**src/rtl/axis_vtc_pkg.sv**
```systemverilog
// Shared types and timing helpers for the AXI4-Stream <-> parallel video converters.
package axis_vtc_pkg;

   localparam int CNT_W = 16;

   typedef enum logic [2:0] {
      S_SYNC,
      S_PRE,
      S_ACT,
      S_HBLK,
      S_POST
   } state_t;

   function automatic int h_total(input int h_active, input int h_blank);
      return h_active + h_blank;
   endfunction

   function automatic int f_total(input int h_active, input int h_blank,
                                  input int v_pre, input int v_active, input int v_post);
      return (v_pre + v_active + v_post) * h_total(h_active, h_blank);
   endfunction

endpackage

```
**src/rtl/vtc_hv_cnt.sv**
```systemverilog
// Horizontal/vertical position counter pair; limits and clears come from the owning FSM.
module vtc_hv_cnt
   import axis_vtc_pkg::*;
(
   input  logic             clk,
   input  logic             rst_n,
   input  logic             i_clr,
   input  logic             i_line_clr,
   input  logic             i_v_inc,
   input  logic [CNT_W-1:0] i_h_last,
   input  logic [CNT_W-1:0] i_v_last,
   output logic [CNT_W-1:0] o_h_cnt,
   output logic [CNT_W-1:0] o_v_cnt,
   output logic             o_line_end,
   output logic             o_done
);

   logic [CNT_W-1:0] r_h_cnt;
   logic [CNT_W-1:0] r_v_cnt;

   // NOTE: non-blocking assignments so every register samples pre-edge values.
   always_ff @(posedge clk or negedge rst_n) begin
      if (!rst_n) begin
         r_h_cnt <= '0;
         r_v_cnt <= '0;
      end else if (i_clr) begin
         r_h_cnt <= '0;
         r_v_cnt <= '0;
      end else begin
         r_h_cnt <= i_line_clr ? '0 : r_h_cnt + 1'b1;
         if (i_v_inc)
            r_v_cnt <= r_v_cnt + 1'b1;
      end
   end

   assign o_h_cnt    = r_h_cnt;
   assign o_v_cnt    = r_v_cnt;
   assign o_line_end = (r_h_cnt == i_h_last);
   assign o_done     = o_line_end && (r_v_cnt == i_v_last);

endmodule

```
**src/rtl/axis2video.sv**
```systemverilog
// AXI4-Stream to parallel video: locks onto tuser, then replays raster timing with
// programmable blanking; timing never stalls, missing beats become underflow slots.
module axis2video
   import axis_vtc_pkg::*;
#(
   parameter int DATA_WIDTH = 16,
   parameter int H_ACTIVE   = 1920,
   parameter int H_BLANK    = 280,
   parameter int V_ACTIVE   = 1080,
   parameter int V_PRE      = 4,
   parameter int V_POST     = 4
) (
   input  logic                  clk,
   input  logic                  rst_n,
   input  logic [DATA_WIDTH-1:0] s_axis_tdata,
   input  logic                  s_axis_tuser,
   input  logic                  s_axis_tlast,
   input  logic                  s_axis_tvalid,
   output logic                  s_axis_tready,
   output logic [DATA_WIDTH-1:0] dout,
   output logic                  en_out,
   output logic                  vs_out,
   output logic                  underflow,
   output logic                  sof_err,
   output logic                  eol_err,
   output logic [15:0]           drop_cnt
);

   localparam logic [CNT_W-1:0] C_LINE_LAST = CNT_W'(h_total(H_ACTIVE, H_BLANK) - 1);
   localparam logic [CNT_W-1:0] C_HACT_LAST = CNT_W'(H_ACTIVE - 1);
   localparam logic [CNT_W-1:0] C_HBLK_LAST = CNT_W'(H_BLANK - 1);
   localparam logic [CNT_W-1:0] C_VPRE_LAST = CNT_W'(V_PRE - 1);
   localparam logic [CNT_W-1:0] C_VACT_LAST = CNT_W'(V_ACTIVE - 1);
   localparam logic [CNT_W-1:0] C_VPST_LAST = CNT_W'(V_POST - 1);

   state_t                r_state;
   logic [DATA_WIDTH-1:0] r_dout;
   logic                  r_en;
   logic                  r_vs;
   logic                  r_underflow;
   logic                  r_sof_err;
   logic                  r_eol_err;
   logic [15:0]           r_drop_cnt;

   logic [CNT_W-1:0] w_h_cnt;
   logic [CNT_W-1:0] w_v_cnt;
   logic [CNT_W-1:0] w_h_last;
   logic [CNT_W-1:0] w_v_last;
   logic             w_line_end;
   logic             w_done;
   logic             w_clr;
   logic             w_line_clr;
   logic             w_v_inc;
   logic             w_act;
   logic             w_beat;

   vtc_hv_cnt u_cnt (
      .clk        (clk),
      .rst_n      (rst_n),
      .i_clr      (w_clr),
      .i_line_clr (w_line_clr),
      .i_v_inc    (w_v_inc),
      .i_h_last   (w_h_last),
      .i_v_last   (w_v_last),
      .o_h_cnt    (w_h_cnt),
      .o_v_cnt    (w_v_cnt),
      .o_line_end (w_line_end),
      .o_done     (w_done)
   );

   assign w_act  = (r_state == S_ACT);
   assign w_beat = w_act && s_axis_tvalid;

   // NOTE: every output gets a default first, so no path through the case infers a latch.
   always_comb begin
      w_h_last      = C_LINE_LAST;
      w_v_last      = C_VACT_LAST;
      w_clr         = 1'b0;
      w_line_clr    = 1'b0;
      w_v_inc       = 1'b0;
      s_axis_tready = 1'b0;
      case (r_state)
         S_SYNC: begin
            w_clr         = 1'b1;
            s_axis_tready = !(s_axis_tvalid && s_axis_tuser);
         end
         S_PRE, S_POST: begin
            w_v_last = (r_state == S_PRE) ? C_VPRE_LAST : C_VPST_LAST;
            if (w_done) begin
               w_clr = 1'b1;
            end else if (w_line_end) begin
               w_line_clr = 1'b1;
               w_v_inc    = 1'b1;
            end
         end
         S_ACT: begin
            w_h_last      = C_HACT_LAST;
            w_line_clr    = w_line_end;
            s_axis_tready = 1'b1;
         end
         S_HBLK: begin
            w_h_last = C_HBLK_LAST;
            if (w_done) begin
               w_clr = 1'b1;
            end else if (w_line_end) begin
               w_line_clr = 1'b1;
               w_v_inc    = 1'b1;
            end
         end
         default: w_clr = 1'b1;
      endcase
   end

   always_ff @(posedge clk or negedge rst_n) begin
      if (!rst_n) begin
         r_state     <= S_SYNC;
         r_dout      <= '0;
         r_en        <= 1'b0;
         r_vs        <= 1'b0;
         r_underflow <= 1'b0;
         r_sof_err   <= 1'b0;
         r_eol_err   <= 1'b0;
         r_drop_cnt  <= '0;
      end else begin
         r_vs        <= (r_state == S_PRE) || (r_state == S_ACT) || (r_state == S_HBLK);
         r_en        <= w_act;
         r_dout      <= w_beat ? s_axis_tdata : '0;
         r_underflow <= w_act && !s_axis_tvalid;
         r_sof_err   <= w_beat && s_axis_tuser && !((w_h_cnt == '0) && (w_v_cnt == '0));
         // In S_ACT the line-end strobe is exactly "last pixel slot of the line".
         r_eol_err   <= w_beat && (s_axis_tlast != w_line_end);

         if ((r_state == S_SYNC) && s_axis_tvalid && !s_axis_tuser && (r_drop_cnt != 16'hFFFF))
            r_drop_cnt <= r_drop_cnt + 16'd1;

         case (r_state)
            S_SYNC:  if (s_axis_tvalid && s_axis_tuser) r_state <= S_PRE;
            S_PRE:   if (w_done)                        r_state <= S_ACT;
            S_ACT:   if (w_line_end)                    r_state <= S_HBLK;
            S_HBLK:  if (w_line_end)                    r_state <= w_done ? S_POST : S_ACT;
            S_POST:  if (w_done)                        r_state <= S_SYNC;
            default:                                    r_state <= S_SYNC;
         endcase
      end
   end

   assign dout      = r_dout;
   assign en_out    = r_en;
   assign vs_out    = r_vs;
   assign underflow = r_underflow;
   assign sof_err   = r_sof_err;
   assign eol_err   = r_eol_err;
   assign drop_cnt  = r_drop_cnt;

endmodule

```
**config.mk**
```make
export PLATFORM = sky130hd
export DESIGN_NAME = axis2video
export DESIGN_NICKNAME = d
export VERILOG_FILES = /design/src/rtl/axis_vtc_pkg.sv /design/src/rtl/vtc_hv_cnt.sv /design/src/rtl/axis2video.sv
export SDC_FILE = /design/constraint.sdc
export NUM_CORES = 1
export LEC_CHECK = 0
export ABC_CLOCK_PERIOD_IN_PS = 4400
export CORE_ASPECT_RATIO = 1.25
export CORE_MARGIN = 2
export CORE_UTILIZATION = 27
export DETAILED_ROUTE_END_ITERATION = 8
export PLACE_DENSITY = 0.52
export SYNTH_ARGS = -nofsm -noshare
export SYNTH_HDL_FRONTEND = slang
export SYNTH_SLANG_ARGS = --single-unit
export TNS_END_PERCENT = 30
```
**constraint.sdc**
```tcl
create_clock -name clk -period 4.4 [get_ports clk]
set_clock_uncertainty 0.1 [all_clocks]
set_input_delay 0.88 -clock clk [delete_from_list [all_inputs] [get_ports clk]]
set_output_delay 0.88 -clock clk [all_outputs]
set_load 0.1 [all_outputs]
```
Word-level counts from Yosys, hierarchy flattened:

Index checks and enable logic that the tools add are counted.

* register bits: 72
* output and inout port bits: 38
* input port bits: 21
* word-level logic and storage cells: 71

* reductions and logical operators: 24
* $add $sub $neg: 3
* muxes and demuxes: 21
* eq/ne operators: 13

Operators with widths (count)
* 2-to-1 mux 16 bit: 5
* adder 16 x 1 -> 16 bit (second input constant): 3
* logical NOT 16 bit: 2
* case mux 12 bit (2 select lines): 1
* 2-to-1 mux 3 bit: 6
* equality test 16 x 11 -> 1 bit: 1
* equality test 16 x 12 -> 1 bit: 1
* inequality test 16 bit (second input constant): 1
* case mux 3 bit (5 select lines): 1
* logical AND 1 bit: 11
* 2-to-1 mux 11 bit: 1
* equality test 3 x 2 -> 1 bit (second input constant): 2
* inequality test 2 bit (second input constant): 3
* case mux 1 bit (2 select lines): 3
* AND reduction 5 bit: 1
* logical NOT 1 bit: 4
* 2-to-1 mux 1 bit: 4
* inequality test 2 x 1 -> 1 bit (second input constant): 2
* equality test 3 x 1 -> 1 bit (second input constant): 1
* equality test 3 bit (second input constant): 1
* logical NOT 3 bit: 1
* OR reduction 3 bit: 1
* logical OR 1 bit: 2
* nonzero test 2 bit: 1
* other kinds (2): 2

Longest topological paths before layout:

* depth in word-level cells: 9
* mapped depth: 8
* mapped depth without buffers: 7

By module:

Synthesis repeated with hierarchy kept, for this count alone.

* cell total of the unflattened synthesis: 364
* area total of the unflattened synthesis: 3754.9 um^2

By module, submodules not included
* vtc_hv_cnt: area each 1914.3 um^2, seq. area each 800.8 um^2, times used 1, cells each 203
* axis2video: area each 1840.5 um^2, seq. area each 1001.0 um^2, times used 1, cells each 161

Worst setup path before layout:

OpenSTA, ideal clock, no wires.

* path type: in2out
* start point: input port s_axis_tvalid
* end point: output port s_axis_tready
* cell stages on the path: 4
* data arrival time: 2.412 ns
* data required time: 3.420 ns
* path buffers: 1
* path slack: 1.008 ns
* path through: clkbuf_1 > nand2_1 > o21bai_1 > nor2_1

* word-level cells in the longest chain between the ends: 3

Ends and longest elaborated chain
* from (decl): line axis2video.sv:18 `input logic s_axis_tvalid,`
* logical AND 1 bit: line axis2video.sv:85 `s_axis_tready = !(s_axis_tvalid && s_axis_tuser);`
* logical NOT 1 bit: line axis2video.sv:85
* case mux 1 bit (2 select lines): line axis2video.sv:82 `case (r_state)`
* to (decl): line axis2video.sv:19 `output logic s_axis_tready,`

Every way passes these cells.

Worst setup path after layout:

Same ends and word-level chain as after synthesis.

==> flow_metrics.env <==
export IMPL_outcome="finished clean"
export IMPL_yosysSeqAreaShare_pct=52.8
export IMPL_setup_viol=0
export IMPL_async_flop_share_pct=100
export IMPL_rsz0062_at_grt="false"
export IMPL_clk_latency_ns=0.32
export IMPL_die_h_um=130
export IMPL_path_cells="clkdlybuf4s50_1 > nand2_1 > o21bai_1 > nor2_1 > buf_4"
export IMPL_detail_route_antenna_nets=0
export IMPL_timing_fmax_mhz=307
export IMPL_maxCapViolCount=0
export IMPL_syn_cell_area_sq_um=3410
export IMPL_synth_nets=356
export IMPL_drtPass1Iterations=7
export IMPL_crit_fanout=20
export IMPL_postCtsSetupBuffers=0
export IMPL_grt_overflow=0
export IMPL_initial_core_util_pct=27.9
export IMPL_grt_max_degree=41
export IMPL_final_hold_viol_count=0
export IMPL_track_usage_pct=11.4
export IMPL_h_tree_depth=3
export IMPL_gp_congestion=0.751
export IMPL_placed_area_sq_um=4160
export IMPL_min_period_over_period_pct=74.1
export IMPL_p_leak_nw=2.02
export IMPL_hpwl_um=5270
export IMPL_cts_resized=0
export IMPL_criticalPathCategory="in2out"
export IMPL_grt_pass1_vias=2526
export IMPL_layout_drive_gt1_share_pct=8.82
export IMPL_dieWidth_um=105
export IMPL_drt_vias_per_instance=4.46
export IMPL_hp_start="drop_cnt[15]$_DFFE_PN0P_"
export IMPL_drc_errors=0
export IMPL_finalNetCount=418
export IMPL_clock_tree_buffer_depth=2
export IMPL_ys_warnings_count=0
export IMPL_antenna_found_initial=0
export IMPL_grt_pass1_wl_um=12400
export IMPL_final_cell_mix="72 x dfrtp_1, 56 x clkdlybuf4s50_1, 54 x nor2_1, 27 x nand2_1, 26 x xnor2_1"
export IMPL_final_setup_tns_ns=0
export IMPL_crit_path_end_kind="primary output"
export IMPL_finalCriticalPeriod_ns=3.26
export IMPL_cp_arrival_ns=2.28
export IMPL_fp_dieArea_sq_um=13600
export IMPL_cp_slowest_stage_delay_ns=0.81
export IMPL_root_buffer="clkbuf_16"
export IMPL_synth_cell_type_count=44
export IMPL_cts_tree="built"
export IMPL_dr_first_iter_drc_count=83
export IMPL_preCtsSetupSlack_ns=1.00
export IMPL_clk_pin_slew_ns=0.06
export IMPL_whs_ns=0.395
export IMPL_startpoint_type="input pin"
export IMPL_r2r_start="u_cnt.o_v_cnt[4]$_DFFE_PN0P_"
export IMPL_cts_sinks=72
export IMPL_synthesis_instances=330
export IMPL_relSlewSlack_pct=33.4
export IMPL_num_antenna_cells=0
export IMPL_hold_depth=1
export IMPL_port_buffers=58
export IMPL_setup_ws_ns=1.14
export IMPL_cts_hold_fix_buffers=0
export IMPL_ys_ff_latch=72
export IMPL_min_to="drop_cnt[15]$_DFFE_PN0P_"
export IMPL_wl_um=7340
export IMPL_rows=45
export IMPL_layout_commonest_cell="dfrtp_1"
export IMPL_cp_slowest_cell="clkdlybuf4s50_1"
export IMPL_vias=2501
export IMPL_synth_main_ff_cell="dfrtp_1"
export IMPL_r2r_slack_ns=1.81
export IMPL_power_density_nw_per_um2=362
export IMPL_holdCritPathClass="reg2reg"
export IMPL_synth_edff_count=0
export IMPL_irDropWorstVdd_mv=0.232
export IMPL_reg2regPathDepth=6
export IMPL_area_delta_synth_final_pct=30.2
export IMPL_r2r_end="u_cnt.o_v_cnt[7]$_DFFE_PN0P_"
export IMPL_worstPathRequired_ns=3.42
export IMPL_cts_buffers=9
export IMPL_avgRoutedWirePerCell_um=13.1
export IMPL_worstMarginPinSlew_ns=0.996
export IMPL_io_pins=59
export IMPL_syn_area_per_cell_sq_um=10.3
export IMPL_final_area_sq_um=4440
export IMPL_core_area_sq_um=12200
export IMPL_slew_violations=0
==> metrics by stage <==
step / utilization, % / instances / total power [mW]
final: 36.3 / 561 / 1.61
after global placement: 34.0 / 545 / 0.946
after global routing: 36.3 / 561 / 1.69
after CTS: 36.3 / 561 / 1.63
after detailed placement: 34.0 / 545 / 0.951
after floorplan: - / 330 / 0.879
==> sequential cells by signal, summed over array words and instances (netlist names), 3 cells and up <==
name and flops:
dout 16, drop_cnt 16, r_state 3, u_cnt.o_h_cnt 16
u_cnt.o_v_cnt 16
==> per-layer routing <==
| layer | vias to the layer above | share of wire [%] | GRT usage [%] |
|---|---|---|---|
| met5 | - | 0 | 0 |
| met4 | 0 | 1.1 | 4.21 |
| met3 | 7 | 2.6 | 2.62 |
| met2 | 37 | 49 | 18.0 |
| met1 | 1209 | 48 | 15.3 |
| li1 | 1248 | - | - |
==> cells in the mapped netlist, drive strengths merged (2+ instances only) <==
library cell	instances	area share, %
dfrtp	72	53
nor2	54	5.9
nand2	28	3.2
and3	26	4.8
xnor2	26	6.7
xor2	18	4.6
nand3	14	2.1
nor3	10	1.6
inv	9	0.99
nor4	8	1.5
nand4	6	1.1
a21oi	5	1.1
buf	5	1.2
clkbuf	5	0.55
ha	5	1.8
o21ai	4	0.59
and2	3	0.55
and4	3	0.77
mux2i	3	0.88
or3b	3	0.77
a211oi	2	1.2
nand3b	2	0.44
nor3b	2	0.44
o211a	2	0.59
o21bai	2	0.44
or3	2	0.37
or4	2	0.55
==> cells by family (layout without fill, tap and decap cells) <==
family	after synthesis	after routing	synth area share [%]
compound gates	19	19	5.10
xor+xnor	44	44	11.3
fa+ha+maj	5	5	1.83
buf+inv	19	86	2.79
flops	72	72	52.8
mux	4	4	1.21
simple gates	167	167	24.9
==> worst max-delay path by stage <==
stage                                   end          start  slack (ns)
floorplan                     s_axis_tready  s_axis_tvalid        1.01
global placement    drop_cnt[8]$_DFFE_PN0P_  s_axis_tvalid        1.14
detailed placement  drop_cnt[8]$_DFFE_PN0P_  s_axis_tvalid        1.00
CTS                           s_axis_tready  s_axis_tvalid        1.11
global route                  s_axis_tready  s_axis_tvalid        0.98
finish                        s_axis_tready  s_axis_tvalid        1.14
==> worst max-delay path: cells and delay by family <==
family	cells	cell delay, ns
AOI/OAI and AO/OA	1	0.18
buffers and inverters	2	1.05
and+or+nand+nor	2	0.16
==> power by group <==
part	internal, mW	switching (mW)
logic	0.0747	0.111
clock network	0.397	0.276
registers	0.698	0.0515
total	1.17	0.439
==> area by class of cell <==
class | count | area [sq um]
clock buffer | 10 | 239
clock inverter | 6 | 45.0
fill | 1257 | 7780
inverter | 9 | 33.8
multi-input combinational | 239 | 1520
sequential | 72 | 1800
tap | 164 | 205
timing repair buffer | 61 | 596
Power figures use the tool's default switching activity.
